$ cat src/rtl/mult_tile_sequencer.sv
`default_nettype none
// ============================================================================
// Module      : mult_tile_sequencer
// Description : Sequential WIDTH x WIDTH unsigned multiplier controller that
//               time-shares one external 2x2 multiplier tile over every
//               (a-digit, b-digit) pair and accumulates the shifted partial
//               products. Valid/ready handshakes on operand and result sides.
// Revision    : 1.0 - initial release
// ============================================================================
module mult_tile_sequencer #(
    parameter int WIDTH = 8            // operand width, even and >= 2
) (
    input  logic                 clk,
    input  logic                 rst,
    input  logic                 in_valid,
    output logic                 in_ready,
    input  logic [WIDTH-1:0]     a,
    input  logic [WIDTH-1:0]     b,
    output logic                 out_valid,
    input  logic                 out_ready,
    output logic [2*WIDTH-1:0]   product,
    output logic                 busy,
    output logic [1:0]           tile_a,
    output logic [1:0]           tile_b,
    input  logic [3:0]           tile_p
);

    // Digit count, product width, digit-index width and shift-amount width.
    localparam int D_DIGITS = WIDTH / 2;
    localparam int PW       = 2 * WIDTH;
    localparam int IW       = (D_DIGITS > 1) ? $clog2(D_DIGITS) : 1;
    localparam int SW       = $clog2(PW) + 1;

    localparam logic [IW-1:0] C_LAST_DIGIT = IW'(D_DIGITS - 1);

    typedef enum logic [1:0] {
        S_IDLE = 2'd0,
        S_RUN  = 2'd1,
        S_DONE = 2'd2
    } state_t;

    state_t            state_q, state_d;

    // Step counter k is kept as its two coordinates: i (a digit, outer) and
    // j (b digit, inner), so k = i*D + j without needing a divider.
    logic [IW-1:0]     i_q, i_d;
    logic [IW-1:0]     j_q, j_d;
    logic [WIDTH-1:0]  a_q, a_d;
    logic [WIDTH-1:0]  b_q, b_d;
    logic [PW-1:0]     acc_q, acc_d;
    logic [PW-1:0]     product_q, product_d;

    logic              w_last_step;
    logic              w_last_j;
    logic [SW-1:0]     w_shift;
    logic [PW-1:0]     w_partial;
    logic [PW-1:0]     w_acc_sum;

    // Digits are presented to the tile only while stepping; zero otherwise.
    always_comb begin
        tile_a = 2'b00;
        tile_b = 2'b00;
        if (state_q == S_RUN) begin
            tile_a = a_q[2*i_q +: 2];
            tile_b = b_q[2*j_q +: 2];
        end
    end

    // Partial product weighted by 4^(i+j), plus the running sum.
    always_comb begin
        w_shift     = SW'(i_q) + SW'(j_q);
        w_partial   = PW'(tile_p) << {w_shift, 1'b0};
        w_acc_sum   = acc_q + w_partial;
        w_last_j    = (j_q == C_LAST_DIGIT);
        w_last_step = (i_q == C_LAST_DIGIT) && w_last_j;
    end

    // Next-state and datapath update for the IDLE -> RUN -> DONE sequence.
    always_comb begin
        state_d   = state_q;
        a_d       = a_q;
        b_d       = b_q;
        acc_d     = acc_q;
        i_d       = i_q;
        j_d       = j_q;
        product_d = product_q;
        case (state_q)
            S_IDLE: begin
                if (in_valid) begin
                    a_d     = a;
                    b_d     = b;
                    acc_d   = '0;
                    i_d     = '0;
                    j_d     = '0;
                    state_d = S_RUN;
                end
            end
            S_RUN: begin
                acc_d = w_acc_sum;
                if (w_last_step) begin
                    // Final step: publish the completed sum and rewind k.
                    product_d = w_acc_sum;
                    i_d       = '0;
                    j_d       = '0;
                    state_d   = S_DONE;
                end else if (w_last_j) begin
                    j_d = '0;
                    i_d = i_q + IW'(1);
                end else begin
                    j_d = j_q + IW'(1);
                end
            end
            S_DONE: begin
                if (out_ready) begin
                    state_d = S_IDLE;
                end
            end
            default: begin
                state_d = S_IDLE;
            end
        endcase
    end

    // State register.
    always_ff @(posedge clk) begin
        if (rst) begin
            state_q <= S_IDLE;
        end else begin
            state_q <= state_d;
        end
    end

    // Datapath registers: captured operands, accumulator, digit indices, result.
    always_ff @(posedge clk) begin
        if (rst) begin
            a_q       <= '0;
            b_q       <= '0;
            acc_q     <= '0;
            i_q       <= '0;
            j_q       <= '0;
            product_q <= '0;
        end else begin
            a_q       <= a_d;
            b_q       <= b_d;
            acc_q     <= acc_d;
            i_q       <= i_d;
            j_q       <= j_d;
            product_q <= product_d;
        end
    end

    // Handshake and status outputs; in_ready is held low while reset is applied.
    assign in_ready  = (state_q == S_IDLE) && !rst;
    assign busy      = (state_q != S_IDLE);
    assign out_valid = (state_q == S_DONE);
    assign product   = product_q;

endmodule
`default_nettype wire

$ cat config.mk
export PLATFORM = sky130hd
export DESIGN_NAME = mult_tile_sequencer
export DESIGN_NICKNAME = d
export VERILOG_FILES = /design/src/rtl/mult_tile_sequencer.sv
export SDC_FILE = /design/constraint.sdc
export NUM_CORES = 1
export LEC_CHECK = 0
export BUFFER_PORTS_ARGS = -buffer_cell sky130_fd_sc_hd__buf_2
export CORE_ASPECT_RATIO = 1.2
export CORE_MARGIN = 1.5
export CORE_UTILIZATION = 30
export DETAILED_ROUTE_END_ITERATION = 6
export SKIP_LAST_GASP = 1
export SLEW_MARGIN = 10
export SYNTH_ARGS = -nofsm -noshare
export SYNTH_HDL_FRONTEND = slang
export SYNTH_SLANG_ARGS = --single-unit
$ cat constraint.sdc
create_clock -name clk -period 4.1 [get_ports clk]
set_input_delay 0.82 -clock clk [delete_from_list [all_inputs] [get_ports clk]]
set_output_delay 0.82 -clock clk [all_outputs]
set_load 0.02 [all_outputs]
==> results.sh <==
export IMPL_cts_root_buffer_cell="clkbuf_16"
export IMPL_syn_area_sq_um=2960
export IMPL_critPathRequiredTime_ns=4.34
export IMPL_grt_ovfl_total=0
export IMPL_cts_hold_buf=0
export IMPL_viasPerCell=5.114
export IMPL_final_nets=437
export IMPL_antenna_found_initial=0
export IMPL_hold_path_class="reg2reg"
export IMPL_skew_ns=0.008516
export IMPL_area_growth_pct=16.15
export IMPL_drt_iter0_markers=131
export IMPL_rows=39
export IMPL_yosysWarnings=0
export IMPL_ctsResizeCount=0
export IMPL_drv_slew=0
export IMPL_crit_family="adder cells"
export IMPL_peakVddDrop_v=0.0001456
export IMPL_die_h_um=111.8
export IMPL_gp_congestion=0.8580
export IMPL_fin_crit_sh=0.9254
export IMPL_cp_num_buf_inv=1
export IMPL_clk_latency_ns=0.29
export IMPL_die_area_sq_um=10470
export IMPL_die_w_um=93.68
export IMPL_core_area_sq_um=9564
export IMPL_grt_pass1_vias=2527
export IMPL_critical_path_class="reg2reg"
export IMPL_end_kind="register"
export IMPL_grt_pass1_wl_um=12050
export IMPL_io_buffers=46
export IMPL_cellPowerDensity_nw_per_um2=328.5
export IMPL_final_core_util=0.3595
export IMPL_p_leak_nw=1.538
export IMPL_drive_gt1_frac=0.1603
export IMPL_relSlewSlack=0.4746
export IMPL_ant_nets=0
export IMPL_clkTransAtPathRegs_ns=0.07
export IMPL_start_util=0.3095
export IMPL_setup_viol=0
export IMPL_num_antenna_cells=0
export IMPL_ys_types=49
export IMPL_worst_setup_path_start_kind="register"
export IMPL_cts_tree="built"
export IMPL_async_flop_share=0
export IMPL_ys_ff_latch=54
export IMPL_wire_per_inst_um=13.81
export IMPL_worstRegToRegCells=13
export IMPL_cpPeakStageDelay_ns=0.57
export IMPL_htreeDepth=2
export IMPL_nFillCells=1031
export IMPL_cts_buffer_depth=2
export IMPL_status="finished clean"
export IMPL_cp_max_fo=9
export IMPL_worstPathCellList="ha_1 -> inv_1 -> fa_1 -> nand2_1 -> nor2_1 -> ha_1 -> fa_1 -> a21o_1 -> a311o_1 -> a21boi_1 -> o21bai_1 -> nor4b_1 -> a211o_1"
export IMPL_syn_area_per_cell_sq_um=8.316
export IMPL_yosys_most_used_dff="dfxtp_1"
export IMPL_dp_hpwl_um=5266
export IMPL_grt_usage=0.1414
export IMPL_dr_pass1_iters=4
export IMPL_crit_cells=13
export IMPL_vias=2639
export IMPL_cp_slowest_cell="fa_1"
export IMPL_grt_max_degree=31
export IMPL_cts_sinks=54
export IMPL_hold_viol_final=0
export IMPL_drcViolationCount=0
export IMPL_fmax_ghz=0.2636
export IMPL_arrival_ns=4.04
export IMPL_io_pins=47
export IMPL_tightest_slew_ns=0.7863
export IMPL_synth_cells=356
export IMPL_rsz0062_at_grt="no"
export IMPL_finalSetupTns_ns=0
export IMPL_drt_wl_total_um=7124
export IMPL_cap_violations=0
export IMPL_syn_nets=401
export IMPL_cts_buffers=5
export IMPL_synth_edff_count=0
export IMPL_min_period_ns=3.794
export IMPL_synth_seq_area_share=0.3652
export IMPL_hold_depth=2
export IMPL_postCtsSetupBuffers=0
export IMPL_r2r_slack_ns=0.31
path summary, 6_finish.rpt:
| check | from | to |
|---|---|---|
| setup / recovery | j_q[0]$_SDFFE_PP0P_ | product[12]$_SDFFE_PP0P_ |
| hold / removal | product[8]$_SDFFE_PP0P_ | product[8]$_SDFFE_PP0P_ |
| setup reg to reg | j_q[0]$_SDFFE_PP0P_ | product[12]$_SDFFE_PP0P_ |
| hold reg to reg | product[8]$_SDFFE_PP0P_ | product[8]$_SDFFE_PP0P_ |
state kept, by name, summed over array words and instances, names as in the netlist:
name     count
acc_q       16
product     16
a_q          8
b_q          8
i_q          2
j_q          2
state_q      2
power breakdown:
group | switching, mW | total [mW] | leakage, nW | internal (mW)
clock | 0.199 | 0.445 | 0.0745 | 0.246
sequential | 0.0109 | 0.550 | 0.438 | 0.539
combinational | 0.0832 | 0.134 | 1.02 | 0.0508
final cells by class:
class / instances / area (sq um) / share of cell area
flip-flops and latches: 54 / 1081 / 0.3144
clock buffers: 7 / 142.6 / 0.04148
well taps: 123 / 153.9 / 0.04476
inverters: 5 / 18.77 / 0.005459
clock inverters: 1 / 8.758 / 0.002547
multi-input cells: 277 / 1780 / 0.5178
repair buffers: 49 / 252.7 / 0.07351
metal layers:
| metal | GRT usage | up-vias | wire, um | part of all wire |
|---|---|---|---|---|
| met2 | 0.2406 | 62 | 3328 | 0.47 |
| met3 | 0.02459 | 15 | 281 | 0.039 |
| li1 | - | 1344 | - | - |
| met4 | 0.04279 | 0 | 148 | 0.021 |
| met5 | 0 | - | 0 | 0 |
| met1 | 0.1806 | 1218 | 3366 | 0.47 |
placed cells by master, fill, tap and decap left out, types with 6 or more instances in the layout:
cell type / n
ha_1: 19
a21oi_1: 44
a21o_1: 11
a31oi_1: 6
a22o_1: 7
and2_1: 6
nand2_1: 69
nor2_1: 22
xnor2_1: 8
nand2b_1: 7
dfxtp_1: 54
buf_2: 46
nor3_1: 6
nand3_1: 9
synthesized netlist by cell type, types with 6 or more instances:
cell,number,area (sq um)
a21o_1,11,82.58
a21oi_1,44,220.2
a22o_1,7,61.31
a31oi_1,6,37.54
and2_1,6,37.54
clkbuf_1,16,60.06
dfxtp_1,54,1081
ha_1,19,237.7
nand2_1,69,259.0
nand2b_1,7,43.79
nand3_1,9,45.04
nor2_1,22,82.58
nor3_1,6,30.03
xnor2_1,8,70.07
worst min-delay path, stage by stage, from the launching register on:
cell	delay, ns
dfxtp_1	0.31
nand2_1	0.05
a21oi_1	0.05
stage by stage:
step | hold WS (ns) | setup slack, ns | power (mW) | instance area, sq um | std cells
after floorplan | 0.4265 | 0.6669 | 0.6550 | 2960 | 356
after global placement | 0.4397 | 0.4819 | 0.6942 | 3287 | 508
after detailed placement | 0.4445 | 0.3520 | 0.6961 | 3287 | 508
after CTS | 0.4547 | 0.3258 | 1.139 | 3438 | 516
after global routing | 0.4668 | 0.007234 | 1.185 | 3438 | 516
final | 0.4532 | 0.3058 | 1.129 | 3438 | 516
logic make-up (layout without fill, tap and decap cells):
| family | after synthesis | count (layout) | synth area share |
|---|---|---|---|
| buffers and inverters | 25 | 62 | 0.03339 |
| muxes | 7 | 7 | 0.04100 |
| DFF | 54 | 54 | 0.3652 |
| and+or+nand+nor | 138 | 138 | 0.2139 |
| adders and majority gates | 21 | 21 | 0.09383 |
| xor gates and xnor gates | 13 | 13 | 0.03846 |
| AOI/OAI and AO/OA | 98 | 98 | 0.2143 |
(Power assumes the default switching activity.)
